[src/rtl/move_input_ctrl.sv]
// Button front end for the tic-tac-toe game model: synchronise, debounce, cursor, and a
// writeEn pulse/gap sequencer. Define OCCUPIED_FILTER_EN to refuse places on occupied cells.
module move_input_ctrl #(
   parameter int DEBOUNCE_CYCLES = 500000,
   parameter int PULSE_LEN       = 4,
   parameter int GAP_LEN         = 2
) (
   input  logic       clk,
   input  logic       reset,
   input  logic       btn_up,
   input  logic       btn_down,
   input  logic       btn_left,
   input  logic       btn_right,
   input  logic       btn_place,
   input  logic [8:0] X,
   input  logic [8:0] O,
   input  logic       game_over,
   output logic [8:0] C,
   output logic       writeEn,
   output logic [1:0] cursor_row,
   output logic [1:0] cursor_col,
   output logic       reject
);

   localparam int             CW         = (DEBOUNCE_CYCLES > 1) ? $clog2(DEBOUNCE_CYCLES) : 1;
   localparam logic [CW-1:0]  CNT_MAX    = CW'(DEBOUNCE_CYCLES - 1);
   localparam logic [3:0]     PULSE_LAST = 4'(PULSE_LEN - 1);
   localparam logic [3:0]     GAP_LAST   = 4'(GAP_LEN - 1);

   typedef enum logic [1:0] {IDLE, PULSE, GAP} state_t;

   // Button index: 0 up, 1 down, 2 left, 3 right, 4 place.
   logic [4:0]    raw, sync_a, sync_b, stable, stable_d, press;
   logic [CW-1:0] db_cnt [5];

   assign raw = {btn_place, btn_right, btn_left, btn_down, btn_up};

   // NOTE: every register in this file is assigned with <= so all flops sample the same edge.
   always_ff @(posedge clk) begin
      if (reset) begin
         sync_a   <= '0;
         sync_b   <= '0;
         stable   <= '0;
         stable_d <= '0;
         for (int i = 0; i < 5; i++) db_cnt[i] <= '0;
      end else begin
         sync_a   <= raw;
         sync_b   <= sync_a;
         stable_d <= stable;
         for (int i = 0; i < 5; i++) begin
            if (sync_b[i] == stable[i]) begin
               db_cnt[i] <= '0;
            end else if (db_cnt[i] == CNT_MAX) begin
               stable[i] <= sync_b[i];
               db_cnt[i] <= '0;
            end else begin
               db_cnt[i] <= db_cnt[i] + 1'b1;
            end
         end
      end
   end

   assign press = stable & ~stable_d;

   function automatic logic [8:0] cell_onehot(input logic [1:0] r, input logic [1:0] c);
      logic [3:0] idx;
      idx = {2'b00, r} * 4'd3 + {2'b00, c};
      return 9'b1 << idx;
   endfunction

`ifdef OCCUPIED_FILTER_EN
   logic occupied;
   assign occupied = |((X | O) & C);
`else
   logic unused_occ;
   assign unused_occ = ^{X, O};
`endif

   state_t     state, state_n;
   logic [3:0] timer, timer_n;
   logic [1:0] row_n, col_n;
   logic       reject_n;

   // NOTE: every output of this block gets a default first, so no path can infer a latch.
   always_comb begin
      state_n  = state;
      timer_n  = timer;
      row_n    = cursor_row;
      col_n    = cursor_col;
      reject_n = 1'b0;
      case (state)
         IDLE: begin
            // Priority chain: place discards any simultaneous move event.
            if (press[4]) begin
               if (!game_over) begin
`ifdef OCCUPIED_FILTER_EN
                  if (occupied) begin
                     reject_n = 1'b1;
                  end else begin
                     state_n = PULSE;
                     timer_n = '0;
                  end
`else
                  state_n = PULSE;
                  timer_n = '0;
`endif
               end
            end else if (press[0]) begin
               row_n = (cursor_row == 2'd0) ? 2'd2 : cursor_row - 2'd1;
            end else if (press[1]) begin
               row_n = (cursor_row == 2'd2) ? 2'd0 : cursor_row + 2'd1;
            end else if (press[2]) begin
               col_n = (cursor_col == 2'd0) ? 2'd2 : cursor_col - 2'd1;
            end else if (press[3]) begin
               col_n = (cursor_col == 2'd2) ? 2'd0 : cursor_col + 2'd1;
            end
         end
         PULSE: begin
            if (timer == PULSE_LAST) begin
               state_n = GAP;
               timer_n = '0;
            end else begin
               timer_n = timer + 4'd1;
            end
         end
         GAP: begin
            if (timer == GAP_LAST) begin
               state_n = IDLE;
               timer_n = '0;
            end else begin
               timer_n = timer + 4'd1;
            end
         end
         default: begin
            state_n = IDLE;
            timer_n = '0;
         end
      endcase
   end

   // NOTE: only control state is reset here; there is no storage array that would need it.
   always_ff @(posedge clk) begin
      if (reset) begin
         state      <= IDLE;
         timer      <= '0;
         cursor_row <= 2'd1;
         cursor_col <= 2'd1;
         C          <= 9'b000010000;
         reject     <= 1'b0;
      end else begin
         state      <= state_n;
         timer      <= timer_n;
         cursor_row <= row_n;
         cursor_col <= col_n;
         C          <= cell_onehot(row_n, col_n);
         reject     <= reject_n;
      end
   end

   assign writeEn = (state == PULSE);

endmodule

[config.mk]
export PLATFORM = sky130hd
export DESIGN_NAME = move_input_ctrl
export DESIGN_NICKNAME = d
export VERILOG_FILES = /design/src/rtl/move_input_ctrl.sv
export SDC_FILE = /design/constraint.sdc
export NUM_CORES = 1
export LEC_CHECK = 0
export BUFFER_PORTS_ARGS = -buffer_cell sky130_fd_sc_hd__buf_2
export CAP_MARGIN = 10
export CORE_MARGIN = 2
export CORE_UTILIZATION = 60
export DETAILED_ROUTE_END_ITERATION = 8
export GPL_ROUTABILITY_DRIVEN = 0
export GPL_TIMING_DRIVEN = 0
export MAX_ROUTING_LAYER = met4
export PLACE_DENSITY = 0.79
export SYNTH_ARGS = -nofsm -noshare
export SYNTH_HDL_FRONTEND = slang
export SYNTH_SLANG_ARGS = --single-unit
[constraint.sdc]
create_clock -name clk -period 3.2 [get_ports clk]
set_input_delay 0.64 -clock clk [delete_from_list [all_inputs] [get_ports clk]]
set_output_delay 0.64 -clock clk [all_outputs]
set_load 0.005 [all_outputs]
==> results.sh <==
export IMPL_clk_pin_slew_ps=60
export IMPL_path_max_fanout=5
export IMPL_ys_seq_elements=134
export IMPL_groute_usage_overall_pct=23.4
export IMPL_rsz0062_at_grt="false"
export IMPL_netlist_cell_type_count=55
export IMPL_cts_max_path_buffers=2
export IMPL_start_util_pct=61.7
export IMPL_tightest_slew_ps=679
export IMPL_max_cap_viol_count=0
export IMPL_hold_path_class="in2reg"
export IMPL_highest_layer="met4"
export IMPL_wire_per_inst_um=14.0
export IMPL_finalCriticalPeriod_ps=3020
export IMPL_vias_per_cell=5.56
export IMPL_cp_startpoint="cursor_col[0]$_SDFF_PP1_"
export IMPL_grt_overflow_total=0
export IMPL_r2r_start="cursor_col[0]$_SDFF_PP1_"
export IMPL_grt_pass1_wl_um=23200
export IMPL_cts_root_buf="clkbuf_16"
export IMPL_fp_row_count=39
export IMPL_drt_pre_antenna_iters=5
export IMPL_ir_drop_mv=0.336
export IMPL_setup_viol=0
export IMPL_wl_um=13600
export IMPL_die_y_um=112
export IMPL_drc=0
export IMPL_cp_arrival_ps=3380
export IMPL_yosysWarnings=0
export IMPL_syn_inst=680
export IMPL_io_pins=41
export IMPL_final_cell_area_um2=8290
export IMPL_wl_met3_um=539
export IMPL_io_buffer_count=21
export IMPL_cts_tree="built"
export IMPL_numCtsBuffers=17
export IMPL_syn_area_per_cell_um2=10.4
export IMPL_hold_buffers=0
export IMPL_slew_headroom_pct=54.6
export IMPL_nNetsFinal=863
export IMPL_postRouteAntennaNets=0
export IMPL_layout_commonest_cell="conb_1"
export IMPL_leakagePower_nw=3.05
export IMPL_ys_flop_type="edfxtp_1"
export IMPL_h_tree_depth=4
export IMPL_area_growth_syn_to_layout_pct=17.6
export IMPL_async_reset_ff_share_pct=0
export IMPL_clock_skew_ps=7.74
export IMPL_wl_met2_um=6880
export IMPL_worstSkewPairLatency_ps=430
export IMPL_grt_pass1_vias=5304
export IMPL_antenna_found_initial=0
export IMPL_num_antenna_cells=0
export IMPL_cp_end_kind="register"
export IMPL_synth_seq_area_share_pct=51.5
export IMPL_final_hold_viol_count=0
export IMPL_critPathKind="reg2reg"
export IMPL_wl_met1_um=5940
export IMPL_fmax_mhz=331
export IMPL_power_density_nw_per_um2=489
export IMPL_coreArea_um2=11400
export IMPL_dp_hpwl_um=9520
export IMPL_placed_area_um2=7690
export IMPL_status="finished clean"
export IMPL_grt_max_degree=17
export IMPL_crit_required_ps=3550
export IMPL_final_max_slew_viol_count=0
export IMPL_cts_sinks=134
export IMPL_die_width_um=112
export IMPL_setup_tns_ps=0
export IMPL_worstHoldStart="btn_up"
export IMPL_critPathLaunchType="register"
export IMPL_mostFrequentLayoutCells="conb_1, edfxtp_1, nor2_1, nand3_1, xor2_1"
export IMPL_netlist_area_um2=7050
export IMPL_drive_above_1_share_pct=9.66
export IMPL_dieArea_um2=12600
export IMPL_drt_iter0_drc=379
export IMPL_finalCritPeriodShare_pct=94.5
export IMPL_num_vias=5395
export IMPL_synth_edff_count=95
## final timing paths
path                               end  slack [ps]  cells past startpoint
setup / recovery       C[8]$_SDFF_PP0_         180                     11
hold / removal    sync_a[0]$_SDFF_PP0_         430                      2
setup reg to reg       C[8]$_SDFF_PP0_         180                     11
hold reg to reg   sync_b[2]$_SDFF_PP0_         450                      1
## sequential cells by signal, summed over array words and instances (netlist names)
signal      cells
sync_b          5
cursor_row      2
stable_d        5
timer           4
sync_a          5
C               9
db_cnt         95
cursor_col      2
state           2
stable          5
## critical path, stage by stage (launching register included)
cell and delay (ps):
dfxtp_2 350, inv_1 80, ha_1 300, nand2b_1 150, a21o_1 170, and2_1 150
fa_1 500, inv_1 40, ha_1 200, fa_2 460, or3_4 420, nor3b_2 140
## cell families (layout without fill, tap and decap cells)
family | count (synthesis) | count (layout) | share of synthesized area, %
simple gates | 329 | 329 | 25.4
flops | 134 | 134 | 51.5
compound gates | 70 | 70 | 6.28
xor+xnor | 70 | 70 | 8.70
buf+inv | 47 | 101 | 2.96
fa+ha+maj | 22 | 22 | 4.12
mux | 6 | 6 | 0.870
other cells | 2 | 96 | 0.107
## metrics by stage
step / hold slack, ps / utilization (%) / cells / total power [mW] / setup WS [ps]
after floorplan: 414 / - / 774 / 2.15 / 221
after global placement: 423 / 67.3 / 938 / 2.20 / 77.7
after detailed placement: 447 / 67.3 / 938 / 2.21 / 5.90
after CTS: 417 / 72.3 / 970 / 4.06 / 24.3
after global routing: 423 / 72.6 / 971 / 4.18 / 44.6
final: 429 / 72.6 / 971 / 4.05 / 176
## synthesized netlist by cell type (5+ instances only)
cell,count,area share [%]
or4_1,14,1.5
edfxtp_1,95,40
nand2_1,34,1.8
dfxtp_1,39,11
inv_1,28,1.5
nor4_1,12,1.1
nor3_1,8,0.57
o21ai_0,15,1.1
nand2b_1,12,1.1
nand4_1,26,2.3
xnor2_1,26,3.2
ha_1,20,3.5
nand3_1,44,3.1
o31ai_1,11,1.2
a21oi_1,28,2.0
xor2_1,44,5.5
nand4b_1,5,0.62
mux2i_1,5,0.71
nor2_1,93,5.0
clkbuf_1,12,0.64
nor2b_1,21,1.9
and4_1,14,1.7
or3_1,18,1.6
## what timing repair did
action                                  CTS  global route
gates cloned                              0             0
buffers inserted                          0             1
endpoints found under the setup margin    1             3
resized for setup                         1            10
## per-layer routing
layer / vias up / track usage [%]
li1: 2648 / -
met1: 2596 / 27.7
met2: 132 / 38.4
met3: 19 / 6.10
met4: 0 / 9.19
met5: - / -
## report_power, final
part           internal [mW]  total [mW]  switching (mW)
combinational         0.0880       0.211           0.123
clock                   1.13        1.86           0.727
sequential              1.92        1.98          0.0659
## layout make-up
type / count / area [um2]
Sequential cell: 134 / 3640
Multi-Input combinational cell: 593 / 3590
Fill cell: 814 / 3130
Clock buffer: 20 / 468
Tap cell: 143 / 179
Timing Repair Buffer: 22 / 113
Inverter: 28 / 105
Buffer: 19 / 104
Clock inverter: 12 / 98.8
(Power assumes the default switching activity.)
